`src/rtl/fetch_queue_unit_pkg.sv`:
```
// Shared definitions for the instruction-fetch front end.
// Provides the INITIAL_PC macro default, the NOP encoding, the queue entry
// layout and the PC alignment helper.

`ifndef INITIAL_PC
`define INITIAL_PC 32'h0000_0000
`endif

package fetch_queue_unit_pkg;

    // Canonical RISC-V NOP (addi x0, x0, 0)
    localparam logic [31:0] NOP_INSTR = 32'h0000_0013;

    // Sequential fetch stride in bytes
    localparam logic [31:0] PC_STEP = 32'd4;

    // One prefetch queue entry: instruction together with its PC
    typedef struct packed {
        logic [31:0] pc;
        logic [31:0] instr;
    } fetch_entry_t;

    // Word-align an address by clearing the two low bits
    function automatic logic [31:0] align_pc(input logic [31:0] pc);
        return pc & ~32'h0000_0003;
    endfunction

endpackage

```
`src/rtl/fetch_fifo.sv`:
```
// Show-ahead synchronous FIFO holding {pc, instr} prefetch entries.
// The head entry is visible combinationally so a pushed response reaches
// the consumer one cycle after it is written. Push while full is accepted
// only together with a pop.

module fetch_fifo
    import fetch_queue_unit_pkg::*;
#(
    parameter int DEPTH = 4
) (
    input  logic                     clock,
    input  logic                     reset,
    input  logic                     push,
    input  logic                     pop,
    input  logic                     flush,
    input  fetch_entry_t             din,
    output fetch_entry_t             dout,
    output logic                     full,
    output logic                     empty,
    output logic [$clog2(DEPTH):0]   count
);

    localparam int AW = $clog2(DEPTH);
    localparam int CW = AW + 1;

    logic [AW-1:0]  wr_ptr_reg, wr_ptr_next;
    logic [AW-1:0]  rd_ptr_reg, rd_ptr_next;
    logic [CW-1:0]  count_reg, count_next;
    logic           do_push;
    logic           do_pop;
    logic [DEPTH-1:0] wr_en;
    fetch_entry_t   mem_reg [DEPTH];

    assign empty = (count_reg == '0);
    assign full  = (count_reg == CW'(DEPTH));
    assign count = count_reg;
    assign dout  = mem_reg[rd_ptr_reg];

    assign do_pop  = pop && !empty && !flush;
    assign do_push = push && !flush && (!full || do_pop);

    // One write strobe per storage slot
    generate
        for (genvar gi = 0; gi < DEPTH; gi++) begin : g_wr_en
            assign wr_en[gi] = do_push && (wr_ptr_reg == AW'(gi));
        end
    endgenerate

    // Pointer and occupancy update; flush empties the queue in one cycle
    always_comb begin
        wr_ptr_next = wr_ptr_reg;
        rd_ptr_next = rd_ptr_reg;
        count_next  = count_reg;
        if (flush) begin
            wr_ptr_next = '0;
            rd_ptr_next = '0;
            count_next  = '0;
        end else begin
            if (do_push) wr_ptr_next = wr_ptr_reg + AW'(1);
            if (do_pop)  rd_ptr_next = rd_ptr_reg + AW'(1);
            case ({do_push, do_pop})
                2'b10:   count_next = count_reg + CW'(1);
                2'b01:   count_next = count_reg - CW'(1);
                default: count_next = count_reg;
            endcase
        end
    end

    // Control state register
    always_ff @(posedge clock) begin
        if (reset) begin
            wr_ptr_reg <= '0;
            rd_ptr_reg <= '0;
            count_reg  <= '0;
        end else begin
            wr_ptr_reg <= wr_ptr_next;
            rd_ptr_reg <= rd_ptr_next;
            count_reg  <= count_next;
        end
    end

    // Entry storage; contents need no reset because the head is masked when empty
    always_ff @(posedge clock) begin
        for (int i = 0; i < DEPTH; i++) begin
            if (wr_en[i]) mem_reg[i] <= din;
        end
    end

endmodule

```
`src/rtl/fetch_queue_unit.sv`:
```
// Instruction-fetch front end: request/response engine with a bounded number
// of in-flight memory requests feeding a prefetch queue towards IF/ID.
// Stale responses after a redirect are counted out and dropped.
// Optional macro FETCH_BYPASS_EN lets a response reach the IF outputs in the
// same cycle when the queue is empty. Macro INITIAL_PC sets the default
// reset fetch address.

module fetch_queue_unit
    import fetch_queue_unit_pkg::*;
#(
    parameter int          QUEUE_DEPTH     = 4,
    parameter int          MAX_OUTSTANDING = 2,
    parameter logic [31:0] INITIAL_PC      = `INITIAL_PC
) (
    input  logic        clock,
    input  logic        reset,
    input  logic        redirect,
    input  logic [31:0] redirect_pc,
    output logic        imem_req,
    output logic [31:0] imem_addr,
    input  logic        imem_gnt,
    input  logic        imem_rvalid,
    input  logic [31:0] imem_rdata,
    output logic        if_valid,
    output logic [31:0] if_instr,
    output logic [31:0] if_pc,
    input  logic        id_ready
);

    localparam int CW = $clog2(QUEUE_DEPTH) + 1;   // queue count width
    localparam int OW = $clog2(MAX_OUTSTANDING + 1); // in-flight counter width
    localparam int SW = CW + 1;                    // count + outstanding width

    logic [31:0]   fetch_pc_reg, fetch_pc_next;
    logic [31:0]   resp_pc_reg, resp_pc_next;
    logic [OW-1:0] outstanding_reg, outstanding_next;
    logic [OW-1:0] discard_reg, discard_next;

    logic [CW-1:0] fifo_count;
    logic          fifo_full;
    logic          fifo_empty;
    logic          fifo_push;
    logic          fifo_pop;
    fetch_entry_t  fifo_head;
    fetch_entry_t  fifo_din;

    logic [SW-1:0] occupancy;
    logic          grant;
    logic          rsp_keep;
    logic          bypass_hit;
    logic          queue_room;

    // Slots already claimed: entries held plus responses still to come
    assign occupancy = {1'b0, fifo_count} + SW'(outstanding_reg);

    // Only request when a queue slot is guaranteed for the eventual response
    assign imem_req  = !reset && !redirect
                       && (outstanding_reg < OW'(MAX_OUTSTANDING))
                       && (occupancy < SW'(QUEUE_DEPTH));
    assign imem_addr = fetch_pc_reg;
    assign grant     = imem_req && imem_gnt;

    // A response is kept only if it belongs to the current fetch stream
    assign rsp_keep  = imem_rvalid && !reset && !redirect && (discard_reg == '0);

`ifdef FETCH_BYPASS_EN
    assign bypass_hit = rsp_keep && fifo_empty;
`else
    assign bypass_hit = 1'b0;
`endif

    // Request gating already reserves the slot; this only protects the entry
    assign queue_room = !fifo_full || fifo_pop;
    assign fifo_push  = rsp_keep && queue_room && !(bypass_hit && id_ready);
    assign fifo_pop   = !fifo_empty && id_ready && !redirect;
    assign fifo_din   = '{pc: resp_pc_reg, instr: imem_rdata};

    fetch_fifo #(
        .DEPTH (QUEUE_DEPTH)
    ) u_fetch_fifo (
        .clock (clock),
        .reset (reset),
        .push  (fifo_push),
        .pop   (fifo_pop),
        .flush (redirect),
        .din   (fifo_din),
        .dout  (fifo_head),
        .full  (fifo_full),
        .empty (fifo_empty),
        .count (fifo_count)
    );

    // IF outputs come from the queue head, or straight from memory on bypass
    always_comb begin
        if_valid = !fifo_empty;
        if_pc    = fifo_empty ? 32'h0 : fifo_head.pc;
        if_instr = fifo_empty ? 32'h0 : fifo_head.instr;
        if (bypass_hit) begin
            if_valid = 1'b1;
            if_pc    = resp_pc_reg;
            if_instr = imem_rdata;
        end
    end

    // Fetch/response PCs and in-flight bookkeeping
    always_comb begin
        fetch_pc_next    = fetch_pc_reg;
        resp_pc_next     = resp_pc_reg;
        discard_next     = discard_reg;
        outstanding_next = outstanding_reg;

        case ({grant, imem_rvalid})
            2'b10:   outstanding_next = outstanding_reg + OW'(1);
            2'b01:   outstanding_next = outstanding_reg - OW'(1);
            default: outstanding_next = outstanding_reg;
        endcase

        if (redirect) begin
            // Every response still in flight (bar one arriving now) is stale
            fetch_pc_next = align_pc(redirect_pc);
            resp_pc_next  = align_pc(redirect_pc);
            discard_next  = outstanding_reg - OW'(imem_rvalid);
        end else begin
            if (grant) fetch_pc_next = fetch_pc_reg + PC_STEP;
            if (imem_rvalid) begin
                if (discard_reg != '0) discard_next = discard_reg - OW'(1);
                else                   resp_pc_next = resp_pc_reg + PC_STEP;
            end
        end
    end

    // State register
    always_ff @(posedge clock) begin
        if (reset) begin
            fetch_pc_reg    <= INITIAL_PC;
            resp_pc_reg     <= INITIAL_PC;
            outstanding_reg <= '0;
            discard_reg     <= '0;
        end else begin
            fetch_pc_reg    <= fetch_pc_next;
            resp_pc_reg     <= resp_pc_next;
            outstanding_reg <= outstanding_next;
            discard_reg     <= discard_next;
        end
    end

endmodule

```
`config.mk`:
```
export PLATFORM = sky130hd
export DESIGN_NAME = fetch_queue_unit
export DESIGN_NICKNAME = d
export VERILOG_FILES = /design/src/rtl/fetch_queue_unit_pkg.sv /design/src/rtl/fetch_fifo.sv /design/src/rtl/fetch_queue_unit.sv
export SDC_FILE = /design/constraint.sdc
export NUM_CORES = 1
export LEC_CHECK = 0
export ABC_AREA = 1
export CORE_MARGIN = 5
export CORE_UTILIZATION = 55
export CTS_BUF_LIST = sky130_fd_sc_hd__clkbuf_8
export CTS_CLUSTER_SIZE = 16
export DETAILED_ROUTE_END_ITERATION = 8
export GPL_TIMING_DRIVEN = 0
export PLACE_DENSITY = 0.87
export RECOVER_POWER = 100
export SLEW_MARGIN = 20
export SYNTH_ARGS = -nofsm -noshare
export SYNTH_HDL_FRONTEND = slang
export SYNTH_SLANG_ARGS = --single-unit
export TNS_END_PERCENT = 100
```
`constraint.sdc`:
```
create_clock -name clock -period 5.1 [get_ports clock]
set_input_delay 1.02 -clock clock [delete_from_list [all_inputs] [get_ports clock]]
set_output_delay 1.02 -clock clock [all_outputs]
set_load 0.02 [all_outputs]
```
==> impl.org <==
** Detailed routing
- Post-route DRC :: 0
- Routed len/inst :: 18.8 um
- For this block, the via count after detailed routing is 12400.
- In this run, the number of DRC markers left after iteration 0 of detailed routing was 1745.
- Via-to-Cell Ratio :: 5.72
- The first TritonRoute pass finished after 6 iterations.
- Routed wire length :: 40700 um
- Remaining antenna violation count :: 0

** Layout
- After the last flow step, the layout net total stands at 1865.
- The library cell used most frequently in the layout, excluding fill and tap cells, is sky130_fd_sc_hd__nor2_1.
- In the final layout, the share of cells above drive strength 1 is 6.52%.
- The filler cells instantiated in the layout total 1861.
- Area used by multi-input combinational logic :: 4740 um^2
- At the end of the flow the core is filled with cells to 67.9%.
- Register area :: 8910 um^2
- Most frequent cells in the layout :: sky130_fd_sc_hd__nor2_1, sky130_fd_sc_hd__nand2_1, sky130_fd_sc_hd__edfxtp_1
- Largest register FFs :: 248
- Relative to the synthesized area, the layout overhead comes to 22.0%.

** Timing
- Max-slew headroom :: -54.8%
- Time the final worst path needs with I/O delays and setup :: 4.42 ns
- Setup_tns :: 0 ns
- Setup violations remaining at the end of the flow were counted as 0.
- Final Skew :: 0.0156 ns
- Final-report hold violation count :: 0
- Final cycle utilization of the critical path :: 86.6%
- The final max-slew violation count was 74.
- Max Fclk :: 0.226 GHz
- At the pin with the least slew margin, the transition time is 2.31 ns.
- Setup repair after global routing left no endpoint under its margin.
- Worst hold slack after final layout :: 0.489 ns

** Setup path
- By instance count, the cell type seen most on the critical path is sky130_fd_sc_hd__buf_16.
- Critical path's largest stage delay :: 1.68 ns
- Worst R2R End :: u_fetch_fifo.mem_reg[2][2]$_DFFE_PP_
- In this design, the largest share of critical-path delay is due to simple AND/OR/NAND/NOR gates.
- Signal arrival time at the worst endpoint :: 4.69 ns
- Worst EP required :: 5.37 ns
- Ordered cell list for the critical path :: dlygate4sd3_1 -> clkbuf_1 -> inv_1 -> nand2_1 -> nand4_1 -> nand3_1 -> nor2_1 -> buf_16 -> buf_16
- The slowest stage of the critical path belongs to the cell sky130_fd_sc_hd__nor2_1.
- The number of cells on the worst reg-to-reg path is 8.
- CP Class :: primary input to flop
- Across all register-to-register paths, the minimum setup slack is 1.51 ns.
- Maximum fanout along the worst path :: 22
- In this run the critical register-to-register path is launched from discard_reg[0]$_SDFFE_PP0P_.
- Endpoint kind of the worst setup timing path :: flop
- The number of buffers and inverters on the critical path is 5.
- STA classifies the critical path startpoint as a primary input.

** Floorplan
- Effective utilization at floorplan :: 55.7%
- Total number of placement rows :: 59
- The floorplan step defined a die boundary enclosing 29600 um^2.
- In this run the standard cell core region covers 25900 um^2.
- 168 I/O pins were placed.
- The floorplan step set the die width to 172 um.
- The floorplan step set the die height to 172 um.

** Clock tree
- Maximum count of clock buffers along a single path :: 3
- CTS saw 321 sinks.
- Worst-skew pair later-pin latency :: 0.58 ns
- CTS built an H-tree with a depth of 2.
- Clock-pin slew was measured on the worst setup and hold paths at 0.06 ns.
- In this run, CTS created clock tree buffers numbering 49.
- # Post-CTS Setup Buffers :: 0
- TritonCTS built the clock tree.
- Post-CTS Hold Fix Bufs :: 0
- After clock tree synthesis, the repair step resized 0 gates.
- CTS root buffer :: sky130_fd_sc_hd__clkbuf_8

** Synthesis
- Yosys warning count :: 0
- Number of enable flip-flop cells after synthesis :: 248
- The mapped netlist covers 14400 um^2.
- After synthesis the netlist holds a flip-flop and latch count of 321.
- Synth unique cells :: 38
- Of all flip-flops after synthesis, the portion carrying an async set or reset was 0%.
- In this run the mean area of a mapped cell was 9.25 um^2.
- Portion of the post-synthesis area used by sequential elements :: 61.8%
- For this run, the leading register cell type out of synthesis is sky130_fd_sc_hd__edfxtp_1.
- Instance count of the mapped netlist :: 1560
- In the post-synthesis netlist, the biggest area contributors are sky130_fd_sc_hd__edfxtp_1, sky130_fd_sc_hd__dfxtp_1, sky130_fd_sc_hd__nor2_1.
- In this run the biggest area consumer among cell types represents 51.6% of the synthesized area.
- Library cell occupying the most area in the post-synthesis netlist :: sky130_fd_sc_hd__edfxtp_1

** Pwr
- Summed over all cells, the static leakage comes to 0.00676 uW.
- Total chip power :: 5470 uW
- Power spread over the standard cell area amounts to 311 nW/um^2.
- Worst-case vdd ir drop :: 0.000200 V

** Global route
- In the global route stage, overall resource usage came out at 26.8%.
- The number of antenna violations at the first check in global routing came to 0.
- After global routing the overflow that remains totals 0.
- Via count of the first global-routing pass :: 11700
- Entering global routing, the biggest net connects 25 pins.
- The first global-routing pass estimated 62100 um of wire.

** Min path
- Along the worst hold path, the cell count comes to 1.
- In this run the worst hold path is classified as flop to flop.
- The worst hold path begins at u_fetch_fifo.rd_ptr_reg[0]$_SDFFE_PP0P_.

** Placed design
- RePlAce Congestion :: 0.936
- Buffers placed on the I/O ports in this run total 161.
- The HPWL after detailed placement is 26900 um.

** Run
- The tool flagged a number of max-cap violations equal to 4.

** Outcome
- The run finished, with violations left.
- Violations in the final reports :: capacitance limit, slew limit
stage by stage:
| step | worst slack (ns) | std cells | area, um^2 |
|---|---|---|---|
| finish | 0.684 | 2160 | 17600 |
| global route | 0.470 | 2159 | 17600 |
| CTS | 0.892 | 2159 | 17600 |
| global placement | -1.96 | 2059 | 16500 |
| floorplan | 0.486 | 1563 | 14400 |
| detailed placement | 1.31 | 2067 | 16700 |
cell families after synthesis:
group                      share of synthesized area (%)
and+or+nand+nor                                     19.8
DFF                                                 61.8
AOI/OAI and AO/OA                                   11.4
buffers and inverters                               5.39
adders and majority gates                           1.09
xor gates and xnor gates                           0.546
other                                             0.0260
worst register-to-register path, stage by stage (launching register included):
cell and delay [ns]:
sky130_fd_sc_hd__dfxtp_1 0.31, sky130_fd_sc_hd__inv_1 0.07, sky130_fd_sc_hd__ha_1 0.17, sky130_fd_sc_hd__nand2_1 0.12
sky130_fd_sc_hd__inv_2 0.17, sky130_fd_sc_hd__nand3_1 0.28, sky130_fd_sc_hd__nor2_1 1.68, sky130_fd_sc_hd__buf_16 0.26
sky130_fd_sc_hd__buf_16 0.21
power by group:
part           switching [uW]  leakage, uW  internal [uW]
registers                77.3      0.00286           2880
logic                     256      0.00334            158
clock network            1010     0.000552           1090
area by class of cell:
type | count | share of cell area (%)
Antenna cell | 1 | 0.0142
Buffer | 74 | 1.81
Clock buffer | 54 | 4.22
Clock inverter | 38 | 1.29
Inverter | 119 | 2.54
Multi-Input combinational cell | 1049 | 26.9
Sequential cell | 321 | 50.6
Tap cell | 335 | 2.38
Timing Repair Buffer | 169 | 10.2
worst max-delay path by stage:
stage              from                                   end  depth (start not counted)
3_5_place_dp   redirect  u_fetch_fifo.mem_reg[2][3]$_DFFE_PP_                          9
3_3_place_gp   redirect  u_fetch_fifo.mem_reg[1][4]$_DFFE_PP_                          7
2_1_floorplan  redirect  u_fetch_fifo.mem_reg[0][0]$_DFFE_PP_                          6
6_report       redirect  u_fetch_fifo.mem_reg[2][2]$_DFFE_PP_                          9
5_1_grt        redirect  u_fetch_fifo.mem_reg[2][2]$_DFFE_PP_                          9
4_1_cts            flop                           if_instr[1]                          7
synth_stat cells, drive strengths merged, types with 5 or more instances:
cell and n:
nor2 354, nand2 259, edfxtp 248, o21ai 176, a21oi 125, inv 119
dfxtp 73, nand3 71, clkbuf 46, buf 28, ha 11, nand4 9
nor3 6, o22ai 6, xnor2 5
routing by layer:
layer / vias up / track usage, % / routed length, um
met3: 103 / 4.02 / 4380
li1: 5696 / - / -
met2: 860 / 44.7 / 19600
met4: 0 / 8.51 / 1160
met1: 5693 / 36.5 / 15600
met5: - / 0 / 0
Note: power is estimated with default switching activity, not from simulation.
